--- src/rtl/tick_period_monitor.sv ---
// Tick period monitor: measures i_Clk cycles between enable ticks, flags out-of-window periods and lost ticks.
// Optional running min/max of measured periods when TICK_PERIOD_MONITOR_MINMAX_EN is defined.
module tick_period_monitor #(
   parameter logic [23:0] EXPECTED_PERIOD = 24'd2500001,
   parameter logic [23:0] TOLERANCE       = 24'd16,
   parameter logic [23:0] TIMEOUT_CYCLES  = 24'd5000002
) (
   input  logic        i_Clk,
   input  logic        i_Rst_n,
   input  logic        i_tick,
   input  logic        i_clear,
   output logic [23:0] o_period,
   output logic        o_period_valid,
   output logic        o_in_range,
   output logic        o_error,
   output logic        o_timeout,
`ifdef TICK_PERIOD_MONITOR_MINMAX_EN
   output logic [23:0] o_period_min,
   output logic [23:0] o_period_max,
`endif
   output logic        o_locked
);

   typedef enum logic [1:0] {
      IDLE    = 2'd0,
      MEASURE = 2'd1,
      TIMEOUT = 2'd2
   } state_t;

   // Window bounds in 25 bits so EXPECTED_PERIOD + TOLERANCE cannot overflow; lower bound clamps at 0.
   localparam logic [24:0] WIN_HI = {1'b0, EXPECTED_PERIOD} + {1'b0, TOLERANCE};
   localparam logic [24:0] WIN_LO = (TOLERANCE > EXPECTED_PERIOD) ? 25'd0
                                    : ({1'b0, EXPECTED_PERIOD} - {1'b0, TOLERANCE});
   localparam logic [23:0] CNT_MAX = 24'hFFFFFF;

   state_t      state_reg, state_next;
   logic [23:0] cnt_reg, cnt_next;
   logic [23:0] period_reg, period_next;
   logic        valid_reg, valid_next;
   logic        in_range_reg, in_range_next;
   logic        error_reg, error_next;
   logic        timeout_reg, timeout_next;
   logic        in_window;
`ifdef TICK_PERIOD_MONITOR_MINMAX_EN
   logic [23:0] min_reg, min_next;
   logic [23:0] max_reg, max_next;
`endif

   assign in_window = ({1'b0, cnt_reg} >= WIN_LO) && ({1'b0, cnt_reg} <= WIN_HI);

   always_comb begin
      state_next    = state_reg;
      cnt_next      = cnt_reg;
      period_next   = period_reg;
      valid_next    = 1'b0;
      in_range_next = in_range_reg;
      error_next    = error_reg;
      timeout_next  = timeout_reg;
`ifdef TICK_PERIOD_MONITOR_MINMAX_EN
      min_next      = min_reg;
      max_next      = max_reg;
`endif
      if (i_clear) begin
         // Clear has priority over a coincident tick; the last period value is kept.
         state_next    = IDLE;
         cnt_next      = 24'd0;
         in_range_next = 1'b0;
         error_next    = 1'b0;
         timeout_next  = 1'b0;
`ifdef TICK_PERIOD_MONITOR_MINMAX_EN
         min_next      = CNT_MAX;
         max_next      = 24'd0;
`endif
      end else begin
         case (state_reg)
            IDLE: begin
               if (i_tick) begin
                  state_next = MEASURE;
                  cnt_next   = 24'd1;
               end
            end
            MEASURE: begin
               if (i_tick) begin
                  period_next   = cnt_reg;
                  valid_next    = 1'b1;
                  in_range_next = in_window;
                  error_next    = error_reg | ~in_window;
                  cnt_next      = 24'd1;
`ifdef TICK_PERIOD_MONITOR_MINMAX_EN
                  if (cnt_reg < min_reg) min_next = cnt_reg;
                  if (cnt_reg > max_reg) max_next = cnt_reg;
`endif
               end else if (cnt_reg == TIMEOUT_CYCLES) begin
                  timeout_next = 1'b1;
                  state_next   = TIMEOUT;
               end else if (cnt_reg != CNT_MAX) begin
                  cnt_next = cnt_reg + 24'd1;
               end
            end
            TIMEOUT: begin
               // Counter stays frozen; the next tick re-arms without reporting.
               if (i_tick) begin
                  state_next = MEASURE;
                  cnt_next   = 24'd1;
               end
            end
            default: begin
               state_next = IDLE;
               cnt_next   = 24'd0;
            end
         endcase
      end
   end

   always_ff @(posedge i_Clk or negedge i_Rst_n) begin
      if (!i_Rst_n) begin
         state_reg    <= IDLE;
         cnt_reg      <= 24'd0;
         period_reg   <= 24'd0;
         valid_reg    <= 1'b0;
         in_range_reg <= 1'b0;
         error_reg    <= 1'b0;
         timeout_reg  <= 1'b0;
`ifdef TICK_PERIOD_MONITOR_MINMAX_EN
         min_reg      <= CNT_MAX;
         max_reg      <= 24'd0;
`endif
      end else begin
         state_reg    <= state_next;
         cnt_reg      <= cnt_next;
         period_reg   <= period_next;
         valid_reg    <= valid_next;
         in_range_reg <= in_range_next;
         error_reg    <= error_next;
         timeout_reg  <= timeout_next;
`ifdef TICK_PERIOD_MONITOR_MINMAX_EN
         min_reg      <= min_next;
         max_reg      <= max_next;
`endif
      end
   end

   assign o_period       = period_reg;
   assign o_period_valid = valid_reg;
   assign o_in_range     = in_range_reg;
   assign o_error        = error_reg;
   assign o_timeout      = timeout_reg;
   assign o_locked       = (state_reg == MEASURE) && in_range_reg;
`ifdef TICK_PERIOD_MONITOR_MINMAX_EN
   assign o_period_min   = min_reg;
   assign o_period_max   = max_reg;
`endif

endmodule

--- config.mk ---
export PLATFORM = sky130hd
export DESIGN_NAME = tick_period_monitor
export DESIGN_NICKNAME = d
export VERILOG_FILES = /design/src/rtl/tick_period_monitor.sv
export SDC_FILE = /design/constraint.sdc
export NUM_CORES = 1
export LEC_CHECK = 0
export BUFFER_PORTS_ARGS = -buffer_cell sky130_fd_sc_hd__buf_2
export CAP_MARGIN = 40
export CORE_UTILIZATION = 55
export CTS_CLUSTER_SIZE = 20
export DETAILED_ROUTE_END_ITERATION = 7
export PLACE_DENSITY_LB_ADDON = 0.2
export SLEW_MARGIN = 30
export SYNTH_ARGS = -nofsm -noshare
export SYNTH_HDL_FRONTEND = slang
export SYNTH_SLANG_ARGS = --single-unit
--- constraint.sdc ---
create_clock -name i_Clk -period 2.8 [get_ports i_Clk]
set_input_delay 0.28 -clock i_Clk [delete_from_list [all_inputs] [get_ports i_Clk]]
set_output_delay 0.28 -clock i_Clk [all_outputs]
set_load 0.02 [all_outputs]
* Yosys cells after proc, flatten, opt, wreduce, memory -nomap -nowiden
Cells that the tools add are included.
** Storage, ports and cells
- Input bits :: 4
- Register bits after elaboration :: 54
- Output and inout bits :: 29
- Word-level logic and storage cells :: 59
** Operators by class
- Bitwise logic cells :: 3
- Magnitude comparators :: 2
- Eq/ne operators :: 10
- Add/sub/neg operators :: 1
- Multiplexer cells :: 24
- Reductions and logical operators :: 12
** Operators by type and width (number)
- 2-to-1 mux 24 bit :: 5
- case mux 24 bit (2 select lines) :: 1
- adder 24 x 1 -> 24 bit (second input constant) :: 1
- == test 24 x 23 -> 1 bit (second input constant) :: 1
- >= comparator 24 x 22 -> 1 bit (second input constant) :: 1
- less-or-equal comparator 24 x 22 -> 1 bit (second input constant) :: 1
- != test 24 bit (second input constant) :: 1
- 2-to-1 mux 1 bit :: 13
- AND reduction 3 bit :: 4
- 2-to-1 mux 2 bit :: 4
- != test 4 bit (second input constant) :: 2
- != test 3 bit (second input constant) :: 2
- nonzero test 2 bit :: 3
- case mux 2 bit (2 select lines) :: 1
- != test 3 x 1 -> 1 bit (second input constant) :: 1
- == test 2 x 1 -> 1 bit (second input constant) :: 1
- == test 2 bit (second input constant) :: 1
- logical AND 1 bit :: 2
- zero test 2 bit :: 1
- != test 2 x 1 -> 1 bit (second input constant) :: 1
- inverter 1 bit :: 2
- AND reduction 2 bit :: 1
- OR reduction 2 bit :: 1
- bitwise OR 1 bit :: 1

* Longest topological paths before layout
Gate-level depths: netlist of run 1.
- Depth after elaboration :: 7
- Gate-level depth with buffers :: 9
- Gate-level depth less buffers :: 7

* Least setup slack after synthesis of run 1
OpenSTA, ideal clock, no wires.
- Kind :: register -> register
- Start point :: register cnt_reg[17]
- End point :: register cnt_reg[0]
- Period minus slack after synthesis :: 2300 ps
- Library setup time :: 119 ps
- Slack :: 500 ps
- Stages on the path, launching flop included :: 9
- Required time :: 2681 ps
- Path buffers :: 3
- Data arrival time :: 2182 ps
- Cell sequence :: dfrtp_1 -> buf_6 -> or4_1 -> or4_4 -> o32ai_4 -> buf_6 -> buf_8 -> o21ai_1 -> o21a_1
** On the way
- Longest elaborated chain between the ends :: 3
- Elaborated cells between the ends (all ways) :: 5
** RTL lines
- from (decl) :: RTL line 37 : logic [23:0] cnt_reg, cnt_next;
- from (signal assigned) :: RTL line 130 : cnt_reg <= cnt_next;
- != test 24 bit / == test 24 x 23 -> 1 bit (equally long branches) :: RTL line 96, 93
- != test 4 bit (no source line)
- AND reduction 3 bit (no source line) *
Every way passes the cells marked *; elsewhere a longest branch is shown, timed or not.
A chain may end at the register's enable or synchronous reset.

* Worst setup path after layout of run 1
- Start point :: register state_reg[0]
- End point :: register cnt_reg[19]
** On the way
- Longest elaborated chain between the ends :: 4
- Elaborated cells between the ends (all ways) :: 10
** RTL lines
- from (decl) :: RTL line 36 : state_t state_reg, state_next;
- from (signal assigned) :: RTL line 129 : state_reg <= state_next;
- == test 2 bit / zero test 2 bit (equally long branches) :: RTL line 75 : case (state_reg)
- OR reduction 2 bit (no source line)
- != test 3 x 1 -> 1 bit (no source line) / case mux 24 bit (2 select lines) (equally long branches)
- AND reduction 3 bit (no source line) / 2-to-1 mux 24 bit (equally long branches)
Parallel ways exist; a longest one is shown, timed or not.

==> results.md, run 1 <==
* Status: finished clean
* Startpoint of the most critical register-to-register path: state_reg[0]
* Clock transition time at the flip-flop clock pins of the worst setup and hold paths at 100 ps
* R2r worst-path depth at 5
* Setup TNS at 0 ps
* Share of synthesized cell area in and, or, nand and nor gates at 0.227
* Die X-Extent at 74.9 um
* Worst path slowest cell: or4_1
* Via count of the first global-routing pass at 2146
* Total number of H-tree levels at 2
* CP max stage delay at 710 ps
* Overflow left after global routing at 0
* Ys flop type: dfrtp_1
* Area growth from synthesis to layout at 12.2%
* Synth Area in Compound Gates at 0.148
* Post-CTS sizing at 0
* Port buffer count at 32
* Worst relative slew slack at 0.521
* Full die area at 0.00560 mm^2
* Largest cells by area after synthesis: dfrtp_1 (46%), mux2_2 (9.3%), or4_1 (3.1%), nand2_1 (3.0%), nand4_1 (2.6%)
* Shortest clock period the worst path allows after layout at 2490 ps
* Top cells by instance count after synthesis: dfrtp_1 (54), mux2_2 (24), nand2_1 (23), nor2_1 (18), clkbuf_1 (15)
* Data arrival time of the critical path at 2700 ps
* Reg power frac at 0.563
* First-pass DRT Iterations at 6
* Post-Place Cells at 383
* Part of the cycle the worst path needs at 0.891
* Worst-case vdd ir drop at 310 uV
* Dominant combinational cell family by area after synthesis: simple AND/OR/NAND/NOR gates
* Worst Tran Pin Value at 717 ps
* Leak at 1.51 nW
* Portion of total power attributed to the clock network at 0.370
* Maximum clock insertion buffer count at 2
* Total number of vias at 2400
* Synthesized-area fraction occupied by adder cells at 0.0171
* Placeable Area at 0.00511 mm^2
* Setup slack, reg-to-reg at 310 ps
* Cell family with the largest share of critical-path delay: simple AND/OR/NAND/NOR gates
* # nets final at 328
* End of the worst register-to-register path: cnt_reg[19]
* Share of the yosys chip area belonging to registers at 0.463
* Net switching power at 329 uW
* Post-Synth XOR/XNOR Area at 0.00600
* Cell internal pwr at 1.09 mW
* Most frequent cell after synthesis: dfrtp_1
* Half-perimeter wire length after placement at 4610 um
* Share of synthesized area spent on multiplexers at 0.0925
* Warnings from Yosys at 0
* F_max at 401 MHz
* Number of cell rows at 26
* DRC violation count after routing at 0
* Last weighted congestion value of the routability-driven placer at 0.886
* Post CTS Setup Buffer Count at 0
* Per-cell routed wire length at 16.7 um
* Root cell of the clock tree: clkbuf_8
* Tightest Hold Check Type: in -> async
* GRT Total Usage at 0.252
* Final Slew Violations at 0
* Combinational fraction of design power at 0.067
* Routed wire length at 6550 um
* Critical path, cell by cell: or4b_4, or4_1, o21a_1, a32o_1, a21o_1
* Post-synthesis area per instance at 10.2 um^2
* Pwr dens at 432 mW/mm^2
* Element type at the critical path end: flip-flop
* Yosys reg bits at 54
* Type of the worst setup path: reg -> reg
* Post-Syn Nets at 295
* Number of max-cap violations at 0
* Final setup violating endpoints at 0
* Total power at 1.41 mW
* Hold Fails Final Rpt at 0
* Antenna Diode Count at 0
* Crit path buf inv count at 0
* TritonCTS clock tree: built
* DRC violation total after the first TritonRoute iteration at 196
* Portion of synthesized cell area occupied by the leading cell type at 0.463
* Final clock skew at 11.0 ps
* Post-synthesis instance area at 0.00292 mm^2
* Overall die height at 74.9 um
* Initial antenna violation count at 0
* Remaining antenna violation count at 0
* Share of synthesized flip-flops with an asynchronous set or reset at 1.00
* Source-to-sink clock delay at the later pin of the worst-skew pair at 310 ps
* Ports at 33
* Kind of start point of the critical path: flip-flop
* Detailed-route vias per instance at 6.14
* Distinct cell type count of the synthesized netlist at 50
* Final non-filler cell total at 391
* Share of final-layout standard cells stronger than drive strength 1 at 0.265
* Cts hold-fix bufs at 0
* Cell type contributing the most total cell area after synthesis: dfrtp_1
* EDFF count, synth at 0
* Share of total power consumed by net switching at 0.232
* CTS Buf Count at 5
* Maximum number of pins on one net before global-route repair at 55
* Global-route wire length before repair at 10700 um
* Total clock sinks at 54
* RSZ-0062 raised after global routing: false
* Data required, critical path at 3000 ps
* Starting density of the core at 0.572
* Worst-path maximum fanout at 8
* Gate count of the mapped netlist at 287
power by group through the flow:
| stage | clock network, mW | logic, mW | registers, mW |
|---|---|---|---|
| finish | 0.524 | 0.0945 | 0.796 |
| global route | 0.557 | 0.106 | 0.799 |
| CTS | 0.533 | 0.0966 | 0.796 |
| detailed placement | 0 | 0.0963 | 0.812 |
| global placement | 0 | 0.0948 | 0.812 |
| floorplan | 0 | 0.0474 | 0.818 |
cells in the final DEF (no fill, tap or decap), types with 6 or more instances in the layout:
| cell | instances |
|---|---|
| buf_4 | 14 |
| nand3_1 | 14 |
| nand4_1 | 12 |
| nand2_1 | 23 |
| or3_1 | 6 |
| nor3_1 | 6 |
| buf_2 | 32 |
| o31ai_1 | 6 |
| o21ai_1 | 10 |
| a21oi_1 | 11 |
| nor2_1 | 17 |
| dfrtp_1 | 54 |
| mux2_2 | 24 |
| or4_1 | 12 |
| inv_1 | 7 |
layout make-up:
type | instances | area [um^2]
Sequential cell | 54 | 1350
Tap cell | 70 | 87.6
Multi-Input combinational cell | 206 | 1440
Clock inverter | 2 | 37.5
Timing Repair Buffer | 46 | 265
Inverter | 7 | 26.3
Clock buffer | 6 | 72.6
Fill cell | 436 | 1830
layer usage:
layer,part of all wire,up-vias,GRT usage
li1,-,1147,-
met1,0.46,1154,0.352
met2,0.47,86,0.411
met3,0.045,13,0.0415
met4,0.017,0,0.0629
met5,0,-,0
logic make-up (layout without fill, tap and decap cells):
family / count (synthesis) / in the layout
buffers and inverters: 27 / 61
and+or+nand+nor: 117 / 117
xor gates and xnor gates: 2 / 2
AOI/OAI and AO/OA: 59 / 59
muxes: 24 / 24
adders and majority gates: 4 / 4
DFF: 54 / 54
how the worst max path moves through the flow:
stage / from / endpoint / slack, ps / depth (start not counted)
detailed placement: i_clear / cnt_reg[19] / 280 / 6
floorplan: cnt_reg[17] / cnt_reg[0] / 500 / 8
global route: state_reg[0] / cnt_reg[19] / 190 / 5
finish: state_reg[0] / cnt_reg[19] / 310 / 5
CTS: state_reg[0] / cnt_reg[19] / 330 / 5
global placement: i_clear / cnt_reg[19] / 300 / 6
stage by stage:
step                hold WS (ps)  cell area, um^2  utilization  setup WS [ps]
floorplan                  -15.6             2920            -            500
global placement             443             3170        0.620            299
detailed placement           448             3170        0.620            277
CTS                          117             3280        0.641            325
global route                 162             3280        0.641            186
finish                      91.5             3280        0.641            307
Power figures use the tool's default switching activity.
==> run 2, diff against run 1 <==
--- a/config.mk
+++ b/config.mk
@@ -10,7 +10,7 @@
 export CORE_UTILIZATION = 55
 export CTS_CLUSTER_SIZE = 20
 export DETAILED_ROUTE_END_ITERATION = 7
-export PLACE_DENSITY_LB_ADDON = 0.2
+export PLACE_DENSITY_LB_ADDON = 0.3
 export SLEW_MARGIN = 30
 export SYNTH_ARGS = -nofsm -noshare
 export SYNTH_HDL_FRONTEND = slang
==> run 2 against run 1 <==
Net effect:
- power fell by 0.32%
- setup slack got worse by 36 ps
- count of clock-buffer cells in the layout did not move
- core utilization fell by 0.25 points
- non-clock buffer count fell by 2
- die area did not move
==> results.md, run 2 (synthesized netlist as in run 1, its figures left out) <==
* # nets final at 326 (was 328)
* Half-perimeter wire length after placement at 4460 um (was 4610 um)
* F_max at 395 MHz (was 401 MHz)
* Final non-filler cell total at 389 (was 391)
* Leading cell type in the layout, fill and taps excluded: dfrtp_1 (unchanged)
* Setup slack, reg-to-reg at 270 ps (was 310 ps)
* Status: finished clean (unchanged)
* Worst Tran Pin Value at 772 ps (was 717 ps)
* Maximum clock insertion buffer count at 2 (unchanged)
* Ports at 33 (unchanged)
* Overall die height at 74.9 um (unchanged)
* Worst-path maximum fanout at 21 (was 8)
* Last weighted congestion value of the routability-driven placer at 0.958 (was 0.886)
* Detailed-route vias per instance at 6.23 (was 6.14)
* Total power at 1.41 mW (about the same)
* Total number of vias at 2425 (was 2400)
* Element type at the critical path end: flip-flop (unchanged)
* Final clock skew at 7.09 ps (was 11.0 ps)
* Shortest clock period the worst path allows after layout at 2530 ps (was 2490 ps)
* Area growth from synthesis to layout at 11.7% (was 12.2%)
* Number of max-cap violations at 0 (unchanged)
* CP max stage delay at 670 ps (was 710 ps)
* DRC violation total after the first TritonRoute iteration at 235 (was 196)
* Total number of H-tree levels at 2 (unchanged)
* Kind of start point of the critical path: flip-flop (unchanged)
* Share of final-layout standard cells stronger than drive strength 1 at 0.257 (was 0.265)
* Filler Cell Count at 430 (was 436)
* Overflow left after global routing at 0 (unchanged)
* Critical path, cell by cell: or4_1, or4_4, o32ai_4, or4_1, a21oi_1 (was or4b_4, or4_1, o21a_1, a32o_1, a21o_1)
* Leak at 1.50 nW (was 1.51 nW)
* Final Slew Violations at 0 (unchanged)
* RSZ-0062 raised after global routing: false (unchanged)
* Starting density of the core at 0.572 (unchanged)
* Crit path buf inv count at 0 (unchanged)
* Post-CTS sizing at 0 (unchanged)
* Data arrival time of the critical path at 2720 ps (was 2700 ps)
* Post-Place Cells at 380 (was 383)
* GRT Total Usage at 0.255 (was 0.252)
* Initial antenna violation count at 0 (unchanged)
* Remaining antenna violation count at 0 (unchanged)
* Worst path slowest cell: o32ai_4 (was or4_1)
* Number of cell rows at 26 (unchanged)
* First-pass DRT Iterations at 6 (unchanged)
* Hold Fails Final Rpt at 0 (unchanged)
* Data required, critical path at 2990 ps (was 3000 ps)
* Pwr dens at 432 mW/mm^2 (about the same)
* Source-to-sink clock delay at the later pin of the worst-skew pair at 300 ps (was 310 ps)
* Die X-Extent at 74.9 um (unchanged)
* Cell family with the largest share of critical-path delay: simple AND/OR/NAND/NOR gates (unchanged)
* Tightest Hold Check Type: in -> reg (was in -> async)
* Clock transition time at the flip-flop clock pins of the worst setup and hold paths at 100 ps (about the same)
* Port buffer count at 32 (unchanged)
* Via count of the first global-routing pass at 2171 (was 2146)
* DRC violation count after routing at 0 (unchanged)
* Root cell of the clock tree: clkbuf_8 (unchanged)
* Worst-case vdd ir drop at 234 uV (was 310 uV)
* Type of the worst setup path: reg -> reg (unchanged)
* Antenna Diode Count at 0 (unchanged)
* CTS Buf Count at 5 (unchanged)
* Cell with the most instances on the worst path: or4_1
* Setup TNS at 0 ps (unchanged)
* Per-cell routed wire length at 16.8 um (was 16.7 um)
* Global-route wire length before repair at 10700 um (about the same)
* Part of the cycle the worst path needs at 0.903 (was 0.891)
* Placeable Area at 0.00511 mm^2 (unchanged)
* Final setup violating endpoints at 0 (unchanged)
* Pre-CTS setup slack at 228 ps (was 277 ps)
* Total clock sinks at 54 (unchanged)
* TritonCTS clock tree: built (unchanged)
* Full die area at 0.00560 mm^2 (unchanged)
* Worst relative slew slack at 0.483 (was 0.521)
* Least setup slack across all paths after layout at 270 ps (was 307 ps)
* Routed wire length at 6550 um (about the same)
* Most frequent cells in the layout: dfrtp_1 (54), buf_2 (32), mux2_2 (24), nand2_1 (23), nor2_1 (17) (unchanged)
* Maximum number of pins on one net before global-route repair at 30 (was 55)
-- run 2: cell count changes in the layout (fill, tap and decap cells not counted), sizes merged --
cell,delta
buf,-3
dlygate4sd3,+1
-- run 2: routing by layer --
metal,vias to the layer above,share of wire,global-route usage
met5,-,0,0
met4,0,0.017,0.105
met3,12,0.060,0.0455
met2,82,0.46,0.387
met1,1189,0.46,0.362
li1,1142,-,-
-- run 2: metrics by stage --
| stage | hold WS, ps | util | area, um^2 |
|---|---|---|---|
| after detailed placement | 323 | 0.615 | 3140 |
| final | 285 | 0.639 | 3260 |
| after global routing | 275 | 0.639 | 3260 |
| after CTS | 264 | 0.639 | 3260 |
| after floorplan | -15.6 | - | 2920 |
| after global placement | 313 | 0.615 | 3140 |
-- run 2: final timing paths --
check,from,depth (start not counted),to
max,cnt_reg[17],5,cnt_reg[6]
min,i_clear,2,state_reg[0]
max reg2reg,cnt_reg[17],5,cnt_reg[6]
min reg2reg,o_period[20],1,o_period[20]
max in group asynchronous,i_Rst_n,3,cnt_reg[11]
min in group asynchronous,i_Rst_n,2,o_in_range
-- run 2: power by group --
part | leakage [nW] | internal, mW | switching [mW] | total [mW]
combinational | 0.696 | 0.0308 | 0.0652 | 0.0960
sequential | 0.750 | 0.788 | 0.00799 | 0.796
clock | 0.0514 | 0.267 | 0.251 | 0.518
-- run 2: layout make-up --
cell class / instances / area (um^2) / area share
clock inverter: 2 / 37.5 / 0.0115
timing repair buffer: 44 / 253 / 0.0775
multi-input combinational: 206 / 1440 / 0.440
clock buffer: 6 / 72.6 / 0.0222
sequential: 54 / 1350 / 0.414
tap: 70 / 87.6 / 0.0268
inverter: 7 / 26.3 / 0.00805
-- run 2: what timing repair did --
| action | in CTS | in global routing |
|---|---|---|
| buffers inserted | 0 | 0 |
| hold buffers | 1 | 0 |
| hold endpoints to repair | 25 | 0 |
